## src/rtl/addr_gen_upd_rd.sv

```systemverilog
// Read-side sequencer for the LSTM update-parameter stage: sweeps delta/input memories
// (cell -> feature -> timestep) and emits MAC strobes plus delayed gradient write strobes.
module addr_gen_upd_rd #(
  parameter int unsigned ADDR_WIDTH = 12,
  parameter int unsigned NUM_CELL   = 8,
  parameter int unsigned NUM_INPUT  = 53,
  parameter int unsigned TIMESTEP   = 7,
  parameter int unsigned DELAY      = 7
) (
  input  logic                  clk,
  input  logic                  rst,
  input  logic                  start,
  input  logic                  en,
  output logic [ADDR_WIDTH-1:0] o_addr_d,
  output logic [ADDR_WIDTH-1:0] o_addr_x,
  output logic                  o_valid,
  output logic                  o_acc_clr,
  output logic                  o_acc_last,
  output logic                  o_wr_en,
  output logic [ADDR_WIDTH-1:0] o_wr_addr,
  output logic                  o_busy,
  output logic                  o_done
);

  localparam int unsigned AW = ADDR_WIDTH;
  localparam int unsigned CW = (NUM_CELL  > 1) ? $clog2(NUM_CELL)  : 1;
  localparam int unsigned IW = (NUM_INPUT > 1) ? $clog2(NUM_INPUT) : 1;
  localparam int unsigned TW = (TIMESTEP  > 1) ? $clog2(TIMESTEP)  : 1;

  typedef enum logic [1:0] {
    S_IDLE  = 2'd0,
    S_RUN   = 2'd1,
    S_DRAIN = 2'd2,
    S_DONE  = 2'd3
  } state_t;

  state_t            r_state;
  logic [CW-1:0]     r_c;
  logic [IW-1:0]     r_i;
  logic [TW-1:0]     r_t;
  logic [DELAY-1:0]  r_dly;

  state_t            w_state_nxt;
  logic [CW-1:0]     w_c_nxt;
  logic [IW-1:0]     w_i_nxt;
  logic [TW-1:0]     w_t_nxt;
  logic [DELAY-1:0]  w_dly_nxt;
  logic              w_issue;
  logic              w_wa_clr;
  logic              w_clr_nxt;
  logic              w_lst_nxt;
  logic              w_wr_en_nxt;
  logic [AW-1:0]     w_ad_nxt;
  logic [AW-1:0]     w_ax_nxt;
  logic [AW-1:0]     w_wa_nxt;

  logic              w_t_wrap;
  logic              w_i_wrap;
  logic              w_c_end;
  logic              w_last_rd;

  assign w_t_wrap  = (r_t == TW'(TIMESTEP - 1));
  assign w_i_wrap  = (r_i == IW'(NUM_INPUT - 1));
  assign w_c_end   = (r_c == CW'(NUM_CELL - 1));
  assign w_last_rd = w_c_end & w_i_wrap & w_t_wrap;

  // Counters hold the indices of the read currently presented on the outputs.
  always_comb begin
    w_state_nxt = r_state;
    w_c_nxt     = r_c;
    w_i_nxt     = r_i;
    w_t_nxt     = r_t;
    w_issue     = 1'b0;
    w_wa_clr    = 1'b0;

    case (r_state)
      S_IDLE: begin
        if (start && en) begin
          w_state_nxt = S_RUN;
          w_c_nxt     = '0;
          w_i_nxt     = '0;
          w_t_nxt     = '0;
          w_issue     = 1'b1;
          w_wa_clr    = 1'b1;
        end
      end
      S_RUN: begin
        if (en) begin
          if (w_last_rd) begin
            w_state_nxt = S_DRAIN;
          end else begin
            w_issue = 1'b1;
            if (w_t_wrap) begin
              w_t_nxt = '0;
              if (w_i_wrap) begin
                w_i_nxt = '0;
                w_c_nxt = r_c + CW'(1);
              end else begin
                w_i_nxt = r_i + IW'(1);
              end
            end else begin
              w_t_nxt = r_t + TW'(1);
            end
          end
        end
      end
      // Line empty means the final write strobe is on the outputs this cycle.
      S_DRAIN: begin
        if (en && (r_dly == '0)) begin
          w_state_nxt = S_DONE;
        end
      end
      S_DONE: begin
        w_state_nxt = S_IDLE;
      end
      default: begin
        w_state_nxt = S_IDLE;
      end
    endcase

    w_clr_nxt = w_issue & (w_t_nxt == '0);
    w_lst_nxt = w_issue & (w_t_nxt == TW'(TIMESTEP - 1));

    // Stage 0 mirrors the ungated last flag so a stall never drops a pending write.
    w_dly_nxt = r_dly;
    if (en) begin
      w_dly_nxt[0] = w_lst_nxt;
      for (int k = 1; k < int'(DELAY); k++) begin
        w_dly_nxt[k] = r_dly[k-1];
      end
    end
    w_wr_en_nxt = en & r_dly[DELAY-1];

    w_ad_nxt = o_addr_d;
    w_ax_nxt = o_addr_x;
    if (w_issue) begin
      w_ad_nxt = AW'(w_t_nxt) * AW'(NUM_CELL)  + AW'(w_c_nxt);
      w_ax_nxt = AW'(w_t_nxt) * AW'(NUM_INPUT) + AW'(w_i_nxt);
    end

    w_wa_nxt = o_wr_addr;
    if (w_wa_clr) begin
      w_wa_nxt = '0;
    end else if (o_wr_en) begin
      w_wa_nxt = o_wr_addr + AW'(1);
    end
  end

  always_ff @(posedge clk) begin
    if (rst) begin
      r_state    <= S_IDLE;
      r_c        <= '0;
      r_i        <= '0;
      r_t        <= '0;
      r_dly      <= '0;
      o_addr_d   <= '0;
      o_addr_x   <= '0;
      o_valid    <= 1'b0;
      o_acc_clr  <= 1'b0;
      o_acc_last <= 1'b0;
      o_wr_en    <= 1'b0;
      o_wr_addr  <= '0;
      o_busy     <= 1'b0;
      o_done     <= 1'b0;
    end else begin
      r_state    <= w_state_nxt;
      r_c        <= w_c_nxt;
      r_i        <= w_i_nxt;
      r_t        <= w_t_nxt;
      r_dly      <= w_dly_nxt;
      o_addr_d   <= w_ad_nxt;
      o_addr_x   <= w_ax_nxt;
      o_valid    <= w_issue;
      o_acc_clr  <= w_clr_nxt;
      o_acc_last <= w_lst_nxt;
      o_wr_en    <= w_wr_en_nxt;
      o_wr_addr  <= w_wa_nxt;
      o_busy     <= (w_state_nxt != S_IDLE);
      o_done     <= (w_state_nxt == S_DONE);
    end
  end

endmodule

```

## config.mk

```make
export PLATFORM = sky130hd
export DESIGN_NAME = addr_gen_upd_rd
export DESIGN_NICKNAME = d
export VERILOG_FILES = /design/src/rtl/addr_gen_upd_rd.sv
export SDC_FILE = /design/constraint.sdc
export NUM_CORES = 1
export LEC_CHECK = 0
export CORE_MARGIN = 2
export CORE_UTILIZATION = 40
export CTS_BUF_LIST = sky130_fd_sc_hd__clkbuf_4 sky130_fd_sc_hd__clkbuf_8 sky130_fd_sc_hd__clkbuf_16
export DETAILED_ROUTE_END_ITERATION = 16
export DONT_BUFFER_PORTS = 1
export PLACE_DENSITY = 0.6
export SLEW_MARGIN = 20
export SYNTH_ARGS = -nofsm -noshare
export SYNTH_HDL_FRONTEND = slang
export SYNTH_SLANG_ARGS = --single-unit
export TNS_END_PERCENT = 10
```

## constraint.sdc

```tcl
create_clock -name clk -period 5.1 [get_ports clk]
set_input_delay 1.53 -clock clk [delete_from_list [all_inputs] [get_ports clk]]
set_output_delay 1.53 -clock clk [all_outputs]
set_load 0.005 [all_outputs]
```

* Word level (Yosys, flattened, before mapping) *
Index checks and enable logic that the tools add are counted.

operators by class
  add/subtract/negate cells = 6
  multiply operators = 1
  equality and inequality tests = 8
  multiplexer cells = 27
  bitwise operators = 5
  reductions and logical operators = 7

operator list
  operator                 count
  $mux W6                  5
  $mux W3                  9
  $add A12 B1 Y12 const B  1
  $pmux W3 S2              2
  $pmux W6 S2              1
  $add A9 B6 Y10           1
  $eq A3 B3 Y1 const B     3
  $mul A3 B6 Y9 const B    1
  $mux W2                  4
  $pmux W2 S4              1
  $add A6 B3 Y7            1
  $logic_not A7 Y1         1
  $add A3 B1 Y3 const B    2
  $add A6 B1 Y6 const B    1
  $eq A2 B2 Y1 const B     3
  $eq A6 B6 Y1 const B     1
  $and A1 B1 Y1            5
  $mux W1                  4
  $logic_not A3 Y1         1
  $eq A2 B1 Y1 const B     1
  $logic_and A1 B1 Y1      2
  $logic_not A2 Y1         1
  $pmux W1 S2              1
  $reduce_bool A2 Y1       1
  $reduce_or A2 Y1         1

storage, ports and cells
  register bits = 63
  input port bits = 4
  logic and storage cells = 68

* Longest topological paths before layout *
Gate-level depths: netlist of the first run.

  word-level depth = 8
  gate-level depth with buffers = 16
  gate-level depth less buffers = 16

* Least setup slack after synthesis of the first run *
OpenSTA, ideal clock, no wires.

  path type = input -> register
  start point = input en
  end point = register o_addr_x[7]
  data arrival time = 4,486 ps
  slack = 543 ps
  cell stages on the path = 14
  path buffers = 1
  cells stage by stage = and3b_1 > buf_2 > xnor2_1 > or3_1 > inv_1 > ha_1 > ha_1 > inv_1 > fa_1 > nand2b_1 > a21oi_1 > nor4_1 > or4_1 > a21oi_1

between the ends
  longest elaborated chain between the ends = 5
  elaborated cells between the ends (all ways) = 12

RTL lines
  item                    line  RTL
  start: declaration      13    input logic en,
  $logic_and A1 B1 Y1     78    if (start && en) begin
  $mux W3                 78
  $pmux W3 S2 (*)         76    case (r_state)
  named net w_t_nxt[0]    46    logic [TW-1:0] w_t_nxt;
  $mul A3 B6 Y9 (*)       138   w_ax_nxt = AW'(w_t_nxt) * AW'(NUM_INPUT) + AW'(w_i_nxt);
  $add A9 B6 Y10 (*)      138
  end signal: assignment  172   o_addr_x <= w_ax_nxt;
  end: declaration        15    output logic [ADDR_WIDTH-1:0] o_addr_x,

The timed path passes the listed nets; every way through them passes the cells marked *.
A chain may end at the register's enable or synchronous reset.

* Final worst setup path of the first run *
Same ends and word-level chain as after synthesis.

==> out/qor.yml, run 1 <==
worst_setup_path:
  crit_fanout: 21
  crit_end: "o_addr_x[7]"
  worstPathRequired_ps: 5350
  rr_endpoint: "o_addr_x[7]"
  critPathArrivalTime_ps: 4720
  cp-start-kind: "primary input"
  r2r_start: "r_t[0]"
  critPathMaxStageDelay_ps: 470
  cp_slowest_cell: "or4_1"
  crit_path_cell_trace: "and3b_1 -> xnor2_1 -> or3_1 -> inv_1 -> ha_1 -> ha_1 -> inv_1 -> fa_1 -> nand2b_1 -> a21oi_1 -> nor4_1 -> or4_1 -> a21oi_1"
  regToRegSetupSlack_ps: 1050
  startpoint: "en"
  end_kind: "register"
  reg2reg_depth: 13
  path_class: "primary input to register"
finish:
  drive_gt1_frac: 0.0721
  antenna_cells: 0
  fillerInstances: 749
  final_core_util: 0.426
  multiInputGateArea_um2: 1710
  regArea_um2: 1100
  areaGrowthSynthToFinish_pct: 3.57
  nets: 363
timing:
  min_period_ps: 4470
  rsz0062_at_grt: "no"
  max_freq_mhz: 224
  skew_ps: 3.78
  slew_violations: 0
  slew_headroom: 0.600
  setup_viol: 0
  fin_crit_sh: 0.876
  worst_slew_pin_slew_ps: 601
  finalHoldViolations: 0
  setup_tns_ps: 0
worst_hold_path:
  min_from: "o_addr_d[4]"
  hp-class: "register to register"
pwr:
  pwr-share-clk: 0.346
  internal_power_mw: 0.552
  total_power_mw: 0.745
  p_leak_nw: 1.29
  power_switching_share: 0.259
  ir_drop_mv: 0.144
  comb_power_share: 0.062
  p_switching_mw: 0.193
  pwr-share-seq: 0.593
  power_density_nw_per_um2: 241
clock_network:
  htree_levels: 2
  cts.repair.resized: 0
  cts_hold_buffers: 0
  cts_buffers: 5
  cts.sinks: 55
  clk_latency_ps: 310
  cts_setup_buffers: 0
  root_buffer: "clkbuf_8"
  cts_tree: "built"
  clk_pin_slew_worst_paths_ps: 110
  cts_buffer_depth: 2
synthesis:
  yosysUniqueCellTypes: 59
  yosys-top-cells-area: "dfxtp_1 (37%), ha_1 (11%), nor2_1 (4.9%)"
  seq_area_frac_synth: 0.369
  syn_area_per_cell_um2: 8.71
  synth-edff-count: 0
  ys.flop_type: "dfxtp_1"
  synth_top_area_share: 0.369
  ys_ff_latch: 55
  async_reset_ff_frac: 0
  yosysTopAreaCell: "dfxtp_1"
  ys_warn_count: 0
  syn_inst: 342
  syn-cell-area_um2: 2980
routing:
  routed_via_density: 5.15
  drc: 0
  first_iter_violations: 116
  drt_pre_antenna_iters: 4
  drt-wirelength-per-cell_um: 14.0
  wl_um: 6040
  vias: 2224
  detail-route-antenna-nets: 0
floorplanning:
  initial_core_util: 0.411
  ios: 46
  rows: 31
  die-height_um: 90.3
  fp.dieW_um: 90.3
  die_area_um2: 8160
  core_um2: 7250
global_route:
  grt_pass1_wl_um: 10400
  grt_overflow: 0
  antenna_found_initial: 0
  grt_usage: 0.155
  grt_start_max_net_pins: 34
  grt_pass1_vias: 2139
run:
  max_cap_viol_count: 0
place:
  hpwlAfterDp_um: 4460
  io_buffers: 0
  gp_congestion: 0.875
run_status:
  status: "finished clean"
[how the worst min path moves through the flow]
stage | endpoint | depth (start not counted) | slack [ps]
final | o_addr_d[4] | 2 | 470
after global routing | o_addr_x[4] | 2 | 500
after CTS | o_addr_d[4] | 2 | 470
after detailed placement | o_addr_d[4] | 2 | 460
after global placement | o_addr_x[6] | 2 | 450
after floorplan | o_addr_x[0] | 2 | 450
[cell usage after synthesis (all sizes together), types with 3 or more instances]
master and instances:
dfxtp 55, xnor2 6, xor2 11, clkbuf 8
inv 14, and2 5, nor3 7, o21ai 15
nor4 4, ha 26, mux2i 8, a32o 4
nand2 33, buf 17, a31oi 5, and3 6
nand4 5, nor2b 3, nand3 9, a21oi 20
a21o 5, nand2b 3, a211oi 6, nor2 39
[flip-flops by register name, indices dropped and copies added (netlist names)]
signal,flops
r_i,6
o_addr_x,10
o_wr_addr,12
r_state,2
o_acc_last,1
o_addr_d,6
o_busy,1
o_done,1
r_dly,7
r_t,3
o_valid,1
r_c,3
o_wr_en,1
o_acc_clr,1
[per-layer routing]
metal  share of wire  GRT usage  vias up
met5               0          0        -
met3           0.043     0.0401        5
li1                -          -     1159
met2            0.45      0.246       44
met1            0.50      0.215     1016
met4          0.0081     0.0308        0
[per-stage QoR]
| step | cell area (um^2) | worst slack [ps] | instances | hold slack (ps) |
|---|---|---|---|---|
| 6_report | 3090 | 631 | 432 | 470 |
| 5_1_grt | 3090 | 397 | 432 | 498 |
| 4_1_cts | 3090 | 616 | 432 | 474 |
| 3_5_place_dp | 2990 | 285 | 424 | 458 |
| 3_3_place_gp | 2990 | 385 | 424 | 454 |
| 2_1_floorplan | 3010 | 543 | 349 | 448 |
[power by group through the flow]
stage	registers, mW	logic [mW]	clock network (mW)
2_1_floorplan	0.449	0.0487	0
3_3_place_gp	0.452	0.0466	0
3_5_place_dp	0.452	0.0463	0
4_1_cts	0.442	0.0468	0.273
5_1_grt	0.443	0.0533	0.289
6_report	0.442	0.0461	0.257
[cell type report]
type                    instances  area share
inverters                      14      0.0170
multi-input cells             255       0.552
repair buffers                  1     0.00243
flip-flops and latches         55       0.357
well taps                      99      0.0401
clock buffers                   5      0.0223
clock inverters                 3     0.00892
[placed cells by master (no fill, tap or decap), types with 2 or more instances in the layout]
cell type,count
dfxtp_1,55
and3_2,2
nand2b_1,3
a31oi_1,5
ha_1,26
nand2_1,32
and3b_1,2
xnor2_1,6
o211ai_1,2
nand3_1,8
nor3_1,6
nor2b_1,3
clkbuf_8,5
o21a_1,2
conb_1,8
a32o_1,4
inv_1,14
nand4_1,5
o21ai_0,15
and3_1,4
nor2_1,39
o31a_1,2
a21oi_1,19
a21o_1,4
mux2i_1,8
a221o_1,2
nor4_1,4
a211oi_1,5
and2_1,4
xor2_1,11
[worst max-delay path, delay by kind of cell]
| family | cells | cell delay (ps) |
|---|---|---|
| AND/OR/NAND/NOR | 5 | 1460 |
| adder cells (fa/ha/maj) | 3 | 1030 |
| AO/OA/AOI/OAI | 2 | 380 |
| buffers and inverters | 2 | 240 |
| XOR/XNOR | 1 | 90 |
[kinds of logic after synthesis]
group / count (synthesis) / share of synthesized area
compound gates: 69 / 0.152
mux: 9 / 0.0319
flops: 55 / 0.369
buf+inv: 39 / 0.0672
fa+ha+maj: 27 / 0.116
simple gates: 125 / 0.212
other cells: 1 / 0.00126
xor+xnor: 17 / 0.0500
No activity file was read; power rests on OpenSTA's default activity.
==> inputs of run 2 (changes only) <==
--- a/config.mk
+++ b/config.mk
@@ -5,6 +5,7 @@
 export SDC_FILE = /design/constraint.sdc
 export NUM_CORES = 1
 export LEC_CHECK = 0
+export CAP_MARGIN = 10
 export CORE_MARGIN = 2
 export CORE_UTILIZATION = 40
 export CTS_BUF_LIST = sky130_fd_sc_hd__clkbuf_4 sky130_fd_sc_hd__clkbuf_8 sky130_fd_sc_hd__clkbuf_16
==> results of run 2 <==
The final DEF is identical to that of run 1; final timing and power are the same.
==> inputs of run 3 (changes only) <==
--- a/config.mk
+++ b/config.mk
@@ -8,7 +8,7 @@
 export CAP_MARGIN = 10
 export CORE_MARGIN = 2
 export CORE_UTILIZATION = 40
-export CTS_BUF_LIST = sky130_fd_sc_hd__clkbuf_4 sky130_fd_sc_hd__clkbuf_8 sky130_fd_sc_hd__clkbuf_16
+export CTS_BUF_LIST = sky130_fd_sc_hd__clkbuf_2 sky130_fd_sc_hd__clkbuf_4 sky130_fd_sc_hd__clkbuf_8
 export DETAILED_ROUTE_END_ITERATION = 16
 export DONT_BUFFER_PORTS = 1
 export PLACE_DENSITY = 0.6
==> results of run 3 <==
The final DEF is identical to that of run 1; final timing and power are the same.
